--- src/rtl/ysyx_23060096_wbu.sv ---
// Write-back stage: in-order result FIFO draining one entry per cycle into the
// 32x32 register file, with forwarded combinational read ports and commit pulses.
module ysyx_23060096_wbu #(
    parameter int unsigned XLEN  = 32,
    parameter int unsigned DEPTH = 2
) (
    input  logic                     clk,
    input  logic                     rst,
    input  logic                     in_valid,
    output logic                     in_ready,
    input  logic                     in_wen,
    input  logic [4:0]               in_rd,
    input  logic [XLEN-1:0]          in_data,
    input  logic                     wb_stall,
    input  logic [4:0]               rs1_addr,
    output logic [XLEN-1:0]          rs1_data,
    input  logic [4:0]               rs2_addr,
    output logic [XLEN-1:0]          rs2_data,
    output logic                     commit_valid,
    output logic                     commit_wen,
    output logic [4:0]               commit_rd,
    output logic [XLEN-1:0]          commit_data,
    output logic [$clog2(DEPTH):0]   fifo_count
);

    localparam int unsigned AW = $clog2(DEPTH);
    localparam int unsigned CW = AW + 1;

    logic            r_fifo_wen  [DEPTH];
    logic [4:0]      r_fifo_rd   [DEPTH];
    logic [XLEN-1:0] r_fifo_data [DEPTH];
    logic [AW-1:0]   r_wr_ptr;
    logic [AW-1:0]   r_rd_ptr;
    logic [CW-1:0]   r_count;
    logic [XLEN-1:0] r_regs [32];

    logic w_push;
    logic w_pop;

    assign in_ready   = (r_count != CW'(DEPTH));
    assign w_push     = in_valid && in_ready;
    assign w_pop      = (r_count != '0) && !wb_stall;
    assign fifo_count = r_count;

    // Payload storage needs no reset: occupancy alone decides which slots are live.
    always_ff @(posedge clk) begin
        if (w_push) begin
            r_fifo_wen[r_wr_ptr]  <= in_wen;
            r_fifo_rd[r_wr_ptr]   <= in_rd;
            r_fifo_data[r_wr_ptr] <= in_data;
        end
    end

    always_ff @(posedge clk or posedge rst) begin
        if (rst) begin
            r_wr_ptr <= '0;
            r_rd_ptr <= '0;
            r_count  <= '0;
        end else begin
            if (w_push) r_wr_ptr <= r_wr_ptr + AW'(1);
            if (w_pop)  r_rd_ptr <= r_rd_ptr + AW'(1);
            case ({w_push, w_pop})
                2'b10:   r_count <= r_count + CW'(1);
                2'b01:   r_count <= r_count - CW'(1);
                default: r_count <= r_count;
            endcase
        end
    end

    always_ff @(posedge clk or posedge rst) begin
        if (rst) begin
            for (int unsigned i = 0; i < 32; i++) r_regs[i] <= '0;
        end else if (w_pop && r_fifo_wen[r_rd_ptr] && (r_fifo_rd[r_rd_ptr] != 5'd0)) begin
            r_regs[r_fifo_rd[r_rd_ptr]] <= r_fifo_data[r_rd_ptr];
        end
    end

    always_ff @(posedge clk or posedge rst) begin
        if (rst) begin
            commit_valid <= 1'b0;
            commit_wen   <= 1'b0;
            commit_rd    <= '0;
            commit_data  <= '0;
        end else if (w_pop) begin
            commit_valid <= 1'b1;
            commit_wen   <= r_fifo_wen[r_rd_ptr];
            commit_rd    <= r_fifo_rd[r_rd_ptr];
            commit_data  <= r_fifo_data[r_rd_ptr];
        end else begin
            commit_valid <= 1'b0;
        end
    end

    // Walk live entries oldest to youngest so the youngest match wins.
    function automatic logic [XLEN-1:0] f_read(input logic [4:0] addr);
        logic [XLEN-1:0] v;
        logic [AW-1:0]   idx;
        v = r_regs[addr];
        for (int unsigned i = 0; i < DEPTH; i++) begin
            idx = r_rd_ptr + AW'(i);
            if ((CW'(i) < r_count) && r_fifo_wen[idx] && (r_fifo_rd[idx] == addr))
                v = r_fifo_data[idx];
        end
        if (addr == 5'd0) v = '0;
        return v;
    endfunction

    always_comb begin
        rs1_data = f_read(rs1_addr);
        rs2_data = f_read(rs2_addr);
    end

endmodule
--- config.mk ---
export PLATFORM = sky130hd
export DESIGN_NAME = ysyx_23060096_wbu
export DESIGN_NICKNAME = d
export VERILOG_FILES = /design/src/rtl/ysyx_23060096_wbu.sv
export SDC_FILE = /design/constraint.sdc
export NUM_CORES = 2
export LEC_CHECK = 0
export CAP_MARGIN = 20
export CORE_ASPECT_RATIO = 1.25
export CORE_MARGIN = 2
export CORE_UTILIZATION = 25
export CTS_BUF_LIST = sky130_fd_sc_hd__clkbuf_8
export CTS_CLUSTER_DIAMETER = 40
export DETAILED_ROUTE_END_ITERATION = 8
export PLACE_DENSITY_LB_ADDON = 0.25
export SKIP_LAST_GASP = 1
export SLEW_MARGIN = 20
export SYNTH_ARGS = -nofsm -noshare
export SYNTH_HDL_FRONTEND = slang
export SYNTH_SLANG_ARGS = --single-unit
--- constraint.sdc ---
create_clock -name clk -period 36.8 [get_ports clk]
set_clock_uncertainty 0.05 [all_clocks]
set_input_delay 5.52 -clock clk [delete_from_list [all_inputs] [get_ports clk]]
set_output_delay 5.52 -clock clk [all_outputs]
set_load 0.005 [all_outputs]
==> impl_metrics.tcl <==
set metrics [dict create \
    synth_edf_count 76 \
    synth_cells 5103 \
    period_share_pct 44.0 \
    fin_util_pct 29.0 \
    antenna_found_initial 14 \
    peakVddDrop_mv 0.0314 \
    clockBufferDepth 4 \
    dr.pass1.iters 6 \
    seqPwrFrac_pct 43.3 \
    n_fill_cell 23622 \
    worstSetupEndpointType "output pin" \
    dp_slack_ns 20.41 \
    worstSkewPairLatency_ns 0.93 \
    dp.cells 7923 \
    tns_ns 0 \
    cts_resized 0 \
    reg2reg_depth 7 \
    synth-seq-area-share_pct 50.2 \
    gp_congestion 0.816 \
    p_per_area_mw_per_mm2 75.5 \
    yosys_warnings 0 \
    cp.arrival_ns 10.62 \
    ctsHoldBuffers 0 \
    yosysTopAreaCellShare_pct 46.2 \
    die_area_mm2 0.235 \
    ys_seq_elements 1143 \
    hold_class "reg2reg" \
    fmax_ghz 0.0617 \
    p_leak_nw 27.4 \
    totalWireLength_mm 226 \
    synth_area_mm2 0.0578 \
    globalRouteOverflowTotal 0 \
    cts_buffers 190 \
    track_usage_pct 19.2 \
    period_needed_ns 16.19 \
    multi_input_area_mm2 0.0272 \
    dp_hpwl_mm 133 \
    regArea_mm2 0.0290 \
    synth_largest_area_cell "dfrtp_1" \
    core_mm2 0.230 \
    p_sw_share_pct 36.7 \
    fin_cells 8269 \
    grt_max_degree 164 \
    die_w_um 434 \
    ys_types 50 \
    vias 42557 \
    drtIter0Drc 3930 \
    max_slew_margin_pct 16.8 \
    r2r_slack_ns 32.12 \
    path_class "in2out" \
    worst_slew_pin_slew_ns 1.24 \
    grt_first_pass_wirelength_mm 327 \
    via_per_inst 5.15 \
    die_h_um 541 \
    htreeDepth 4 \
    grt_pass1_vias 42996 \
    crit_fanout 67 \
    worstPathRequired_ns 31.23 \
    clkTransAtPathRegs_ns 0.07 \
    reg2reg_from "r_rd_ptr" \
    rows 197 \
    cts.sinks 1143 \
    setup_ws_ns 20.61 \
    cts_root_buffer "clkbuf_8" \
    internal_power_mw 3.19 \
    start_util_pct 25.1 \
    rsz0062_at_grt "no" \
    cp-startpoint "rs1_addr[1]" \
    holdCritStartpoint "r_regs[997]" \
    status "completed" \
    p_sw_mw 1.85 \
    cts_tree "yes" \
    setup_viol 0 \
    syn_nets 5159 \
    cts_setup_buffers 0 \
    fin_nets 5091 \
    finalMaxSlewViolations 0 \
    timing.rr.end "r_regs[725]" \
    async_flop_share_pct 93.4 \
    total_power_mw 5.03 \
    p_clk_share_pct 23.2 \
    synthFlopType "dfrtp_1" \
    antenna_left 0 \
    syn_to_final_growth_pct 15.5 \
    hold_viol 0 \
    drive_gt1_share_pct 20.4 \
    startpoint_type "input pin" \
    p_comb_share_pct 33.5 \
    wl_per_cell_um 27.4 \
    synth_top_cells_by_area "dfrtp_1 46%, mux4_2 20%, o21ai_0 7.0%" \
    drv_cap 0 \
    drcViolationCount 0 \
    avgSynthCellArea_um2 11.3 \
    io_pins 158 \
    port_buffers 157 \
    crit_path_end "rs1_data[27]" \
]
[state kept, by name (all words and copies together) (netlist names)]
signal and count:
commit_data 32, commit_valid 1, fifo_count 2, r_fifo_rd 10, commit_wen 1, r_fifo_wen 2, r_wr_ptr 1, r_regs 1024
r_fifo_data 64, commit_rd 5, r_rd_ptr 1
[layer usage]
layer	up-vias	global-route usage, %	wire length (um)
li1	18498	-	-
met1	22071	24.1	91200
met2	1536	32.8	112000
met3	450	2.88	12900
met4	2	7.73	10200
met5	-	0	13
[logic make-up after synthesis]
group                    count (synthesis)  synth area share [%]
AO/OA/AOI/OAI                         1435                  13.6
AND/OR/NAND/NOR                       1242                  8.53
flip-flops                            1143                  50.2
multiplexers                           701                  23.3
buffers and inverters                  554                  3.88
XOR/XNOR                                24                 0.364
adder cells (fa/ha/maj)                  4                0.0867
[critical path, stage by stage]
cell and delay, ns:
buf_8 0.46, buf_4 0.70, buf_4 0.64, buf_4 0.79
mux4_2 0.35, mux2i_1 0.08, a211oi_1 0.28, nand3_1 0.16
a211oi_1 0.76, clkdlybuf4s50_1 0.66
[how the worst min path moves through the flow]
stage                         endpoint  depth (start not counted)
after floorplan           r_regs[1022]                          1
after global placement     r_regs[997]                          0
after detailed placement  r_regs[1014]                          0
after CTS                  r_regs[992]                          0
after global routing      r_regs[1012]                          0
final                      r_regs[997]                          0
[final cells by class]
| cell class | count | share of cell area, % |
|---|---|---|
| Clock buffer | 230 | 4.75 |
| Inverter | 7 | 0.0507 |
| Tap cell | 3084 | 5.79 |
| Multi-Input combinational cell | 3406 | 40.8 |
| Timing Repair Buffer | 287 | 4.18 |
| Antenna cell | 7 | 0.0263 |
| Sequential cell | 1143 | 43.5 |
| Clock inverter | 105 | 0.963 |
[cell usage after synthesis (2+ instances only)]
cell type  instances
a2111oi_0          6
a211oi_1         109
a21oi_1          304
a2bb2oi_1         15
and2_1             3
and3_1             2
buf_1             37
buf_2             96
buf_4              3
buf_6              4
clkbuf_1         407
dfrtp_1         1067
edfxtp_1          76
ha_1               4
inv_1              7
mux2_2            54
mux2i_1          135
mux2i_2            3
mux4_2           508
nand2_1          832
nand2b_1           5
nand3_1           38
nand3b_1           8
nor2_1           302
nor2b_1           21
nor3_1             8
nor3_2             4
nor3b_1            3
nor4_1             4
o211ai_1          17
o21a_1            48
o21ai_0          805
o22ai_1          125
or2_2              2
or3_1              4
xnor2_1           22
xor2_1             2
[power by group through the flow]
stage	Sequential, mW	Clock [mW]	Combinational (mW)
after global routing	2.24	1.24	1.85
after detailed placement	2.19	0	1.68
after CTS	2.17	1.20	1.68
final	2.18	1.17	1.69
after floorplan	2.04	0	1.12
after global placement	2.17	0	1.65
[layout by cell type (no fill, tap or decap), types with 32 or more instances in the layout]
master | synthesis | routed
a211oi_1 | 109 | 109
a21oi_1 | 304 | 304
buf_4 | 3 | 117
clkbuf_8 | 0 | 230
clkdlybuf4s50_1 | 0 | 151
dfrtp_1 | 1067 | 1066
edfxtp_1 | 76 | 76
inv_1 | 7 | 59
mux2_2 | 54 | 54
mux2i_1 | 135 | 103
mux2i_4 | 1 | 32
mux4_2 | 508 | 508
nand2_1 | 832 | 812
nand3_1 | 38 | 34
nor2_1 | 302 | 297
o21a_1 | 48 | 48
o21ai_0 | 805 | 805
o22ai_1 | 125 | 125
[per-stage QoR]
step | hold WS, ns | cell area, um^2
4_1_cts | 0.349 | 66600
5_1_grt | 0.361 | 66700
3_3_place_gp | 0.328 | 62700
3_5_place_dp | 0.332 | 62800
2_1_floorplan | 0.388 | 57800
6_report | 0.347 | 66700
Note: power is estimated with default switching activity, not from simulation.
